**src/rtl/lap_bank.sv**
```systemverilog
// rtl/lap_bank.sv - circular lap snapshot store with newest-first recall for the stopwatch display
// Optional LAP_OVERWRITE_EN: a capture while full replaces the oldest lap instead of being dropped.
module lap_bank #(
  parameter  int NDIG  = 6,
  parameter  int DW    = 7,
  parameter  int DEPTH = 4,
  localparam int CW    = $clog2(DEPTH + 1),
  localparam int WW    = NDIG * DW,
  localparam int AW    = $clog2(DEPTH)
) (
  input  logic          clk,
  input  logic          rst_n,
  input  logic          lap_btn,
  input  logic          view_btn,
  input  logic          clr,
  input  logic [WW-1:0] cur_in,
  output logic [WW-1:0] disp_out,
  output logic [CW-1:0] count,
  output logic [CW-1:0] view_idx,
  output logic          full,
  output logic          ovf
);

`ifdef LAP_OVERWRITE_EN
  localparam bit OVERWRITE = 1'b1;
`else
  localparam bit OVERWRITE = 1'b0;
`endif

  logic          lap_q, view_q;
  logic [AW-1:0] wp_q, wp_d;
  logic [CW-1:0] count_q, count_d;
  logic [CW-1:0] vidx_q, vidx_d;
  logic          ovf_q, ovf_d;
  logic          live_q;
  logic [WW-1:0] rd_q;
  logic [WW-1:0] mem_q [DEPTH];
  logic          we;
  logic          lap_p, view_p, full_w;
  logic [AW-1:0] rd_addr;

  assign lap_p  = lap_btn & ~lap_q;
  assign view_p = view_btn & ~view_q;
  assign full_w = (count_q == CW'(DEPTH));

  // view_idx == DEPTH wraps to wp itself, which is the oldest slot when full
  assign rd_addr = wp_q - vidx_q[AW-1:0];

  always_comb begin
    wp_d    = wp_q;
    count_d = count_q;
    vidx_d  = vidx_q;
    ovf_d   = ovf_q;
    we      = 1'b0;
    if (clr) begin
      wp_d    = '0;
      count_d = '0;
      vidx_d  = '0;
      ovf_d   = 1'b0;
    end else if (lap_p) begin
      vidx_d = '0;
      if (!full_w || OVERWRITE) begin
        we   = 1'b1;
        wp_d = wp_q + AW'(1);
        if (!full_w) begin
          count_d = count_q + CW'(1);
        end
      end else begin
        ovf_d = 1'b1;
      end
    end else if (view_p && (count_q != '0)) begin
      vidx_d = (vidx_q == count_q) ? '0 : vidx_q + CW'(1);
    end
  end

  // Button history loads even in reset so a button held through reset gives no pulse
  always_ff @(posedge clk) begin
    lap_q  <= lap_btn;
    view_q <= view_btn;
    if (!rst_n) begin
      wp_q    <= '0;
      count_q <= '0;
      vidx_q  <= '0;
      ovf_q   <= 1'b0;
      live_q  <= 1'b1;
      rd_q    <= '0;
    end else begin
      wp_q    <= wp_d;
      count_q <= count_d;
      vidx_q  <= vidx_d;
      ovf_q   <= ovf_d;
      live_q  <= (vidx_q == '0);
      rd_q    <= mem_q[rd_addr];
    end
  end

  always_ff @(posedge clk) begin
    if (!rst_n) begin
      for (int i = 0; i < DEPTH; i++) begin
        mem_q[i] <= '0;
      end
    end else if (we) begin
      mem_q[wp_q] <= cur_in;
    end
  end

  assign disp_out = live_q ? cur_in : rd_q;
  assign count    = count_q;
  assign view_idx = vidx_q;
  assign full     = full_w;
  assign ovf      = ovf_q;

endmodule
```
**config.mk**
```make
export PLATFORM = sky130hd
export DESIGN_NAME = lap_bank
export DESIGN_NICKNAME = d
export VERILOG_FILES = /design/src/rtl/lap_bank.sv
export SDC_FILE = /design/constraint.sdc
export NUM_CORES = 1
export LEC_CHECK = 0
export CAP_MARGIN = 20
export CORE_MARGIN = 2
export CORE_UTILIZATION = 51
export CTS_CLUSTER_DIAMETER = 50
export CTS_CLUSTER_SIZE = 25
export DETAILED_ROUTE_END_ITERATION = 16
export GPL_TIMING_DRIVEN = 1
export HOLD_SLACK_MARGIN = 0.12
export PLACE_DENSITY = 0.75
export SETUP_SLACK_MARGIN = 0.05
export SLEW_MARGIN = 40
export SYNTH_ARGS = -nofsm -noshare
export SYNTH_HDL_FRONTEND = slang
export SYNTH_SLANG_ARGS = --single-unit
```
**constraint.sdc**
```tcl
create_clock -name clk -period 4.6 [get_ports clk]
set_input_delay 1.15 -clock clk [delete_from_list [all_inputs] [get_ports clk]]
set_output_delay 1.15 -clock clk [all_outputs]
set_load 0.01 [all_outputs]
```
==> flow_summary.yaml <==
timing:
  clock_skew_ns: 0.0218
  worstMarginPinSlew_ns: 0.777
  maxSlewViolCount: 0
  fmax_ghz: 0.270
  final.setup.tns_ns: 0
  slew_headroom_pct: 48.2
  hold_viol: 0
  rsz0062_at_grt: "false"
  period_needed_ns: 3.70
  whs_ns: 0.475
  setup_violations: 0
  period_share_pct: 80.5
worst_setup_path:
  r2r-end: "rd_q[37]"
  rrSetupSlack_ns: 1.93
  cp-start-kind: "flop"
  cp_data_required_time_ns: 3.45
  worstPathArrival_ns: 2.55
  reg2reg_depth: 7
  rr_startpoint: "wp_q[0]"
  criticalPathCategory: "reg -> out"
  cp-end-kind: "output port"
  cp-endpoint: "disp_out[5]"
  timing.critical_path.from: "live_q"
  crit_fanout: 24
die:
  chipWidth_um: 141
  num_io_pins: 97
  start_util_pct: 51.8
  core-area_um2: 18600
  rows: 50
  die_area_um2: 20000
  die_h_um: 141
clock_network:
  cts_root_buf: "clkbuf_16"
  cts_buffers: 21
  cts_tree: "built"
  path_clk_slew_ns: 0.07
  cts_buffer_depth: 3
  htreeDepth: 1
  cts_sinks: 222
  clkLatencyLatePin_ns: 0.50
  postCtsHoldBufs: 0
  ctsResizeCount: 0
  post_cts_buffers: 0
layout:
  multi_input_area_um2: 3350
  final_util_pct: 62.3
  nets: 760
  layout_commonest_cell: "and2_1"
  final_cell_mix: "and2_1 (210), edfxtp_1 (168), clkdlybuf4s50_1 (95)"
  seq_area_um2: 6130
  syn_to_final_growth_pct: 20.3
  fill_cells: 1355
  drive_gt1_share_pct: 15.0
place:
  routabilityCongestion: 0.736
  hpwl_mm: 10.8
  io_buffers: 96
grt:
  grt_max_degree: 48
  grt_pass1_vias: 5626
  grt_pass1_wl_mm: 30.8
  globalRoute.totalOverflow: 0
  grt_antenna_before_repair: 1
  track_usage_pct: 19.8
logic_synthesis:
  yosysTopAreaCell: "edfxtp_1"
  ys_warn_count: 0
  ys_seq_area_share_pct: 63.7
  syn_nets: 666
  syn_area_per_cell_um2: 15.7
  synthDistinctLibCells: 35
  synth_top_cell_area_share_pct: 52.4
  synth_area_leaders: "edfxtp_1 (52%), and2_1 (14%), dfxtp_1 (11%)"
  syn_area_um2: 9620
  synth_cells: 614
  synth_seq_cells: 222
job:
  maxCapViolations: 0
detailed_routing:
  dr.first_iter.drc_count: 371
  postRouteAntennaNets: 0
  drc: 0
  vias: 5245
  wl_mm: 19.4
  drt-pass1-iter-count: 4
  wl_per_cell_um: 20.3
  via_per_inst: 5.48
hold_path:
  hold_class: "reg -> reg"
pwr:
  p_total_mw: 4.28
  irDropWorstVdd_mv: 0.241
  cellLeakagePower_nw: 4.43
  powerDensity_nw_per_um2: 370
run_status:
  status: "finished, final reports clean"
==> per-stage QoR <==
| stage | worst slack, ns | area, um2 | instances |
|---|---|---|---|
| 2_1_floorplan | 0.786 | 9620 | 614 |
| 3_3_place_gp | 1.03 | 10900 | 919 |
| 3_5_place_dp | 1.01 | 10900 | 919 |
| 4_1_cts | 0.828 | 11600 | 956 |
| 5_1_grt | 0.749 | 11600 | 956 |
| 6_report | 0.896 | 11600 | 957 |
==> logic make-up (layout without fill, tap and decap cells) <==
group | count (synthesis) | in the layout | share of synthesized area [%]
other | 0 | 1 | 0
multiplexers | 84 | 84 | 16.3
adder cells (fa/ha/maj) | 5 | 5 | 0.650
flip-flops | 222 | 222 | 63.7
buffers and inverters | 44 | 152 | 2.16
AND/OR/NAND/NOR | 241 | 241 | 15.7
AO/OA/AOI/OAI | 9 | 9 | 0.572
XOR/XNOR | 9 | 9 | 0.897
==> registers in the layout (all words and copies together), names as in the netlist <==
signal	flops
ovf	1
mem_q	168
rd_q	42
view_q	1
wp_q	2
lap_q	1
view_idx	3
count	3
live_q	1
==> layer usage <==
metal	track usage (%)	share of wire [%]	vias up
met3	3.48	5.3	18
li1	-	-	2428
met5	0	0	-
met2	34.3	50	130
met4	4.00	1.1	0
met1	26.7	43	2669
==> power breakdown <==
part | internal, mW | switching, mW
clock network | 0.941 | 0.818
registers | 2.23 | 0.0211
logic | 0.146 | 0.128
total | 3.31 | 0.967
==> cell usage after synthesis (all sizes together) <==
| master | count |
|---|---|
| and3 | 1 |
| xnor2 | 7 |
| dfxtp | 54 |
| clkbuf | 26 |
| inv | 7 |
| a31oi | 1 |
| mux4 | 42 |
| nor4 | 1 |
| nand4b | 2 |
| nand3 | 4 |
| nand2 | 4 |
| mux2 | 42 |
| nor3 | 2 |
| nand2b | 8 |
| nand3b | 1 |
| nor2 | 5 |
| o31ai | 2 |
| nor3b | 1 |
| and2 | 210 |
| buf | 11 |
| a221oi | 1 |
| a21oi | 2 |
| nor2b | 2 |
| o21ai | 3 |
| edfxtp | 168 |
| ha | 5 |
| xor2 | 2 |
==> layout make-up <==
class                      count  share of cell area (%)
antenna                        1                  0.0216
timing repair buffer         108                    9.26
clock buffer                  21                    4.54
clock inverter                16                    1.56
inverter                       7                   0.227
multi-input combinational    348                    28.9
sequential                   222                    53.0
tap                          234                    2.53
==> worst min-delay path by stage <==
stage,startpoint,to,slack [ns],cells after the start
after floorplan,ovf,ovf,0.50,2
after global placement,ovf,ovf,0.46,2
after detailed placement,ovf,ovf,0.46,2
after CTS,ovf,ovf,0.48,2
after global routing,ovf,ovf,0.54,2
final,ovf,ovf,0.47,2
==> worst max-delay path: stages, from the launching register on <==
cell and delay, ns:
dfxtp_2 0.75, buf_4 0.42, mux2_2 0.38, clkdlybuf4s50_1 0.48
(Power assumes the default switching activity.)
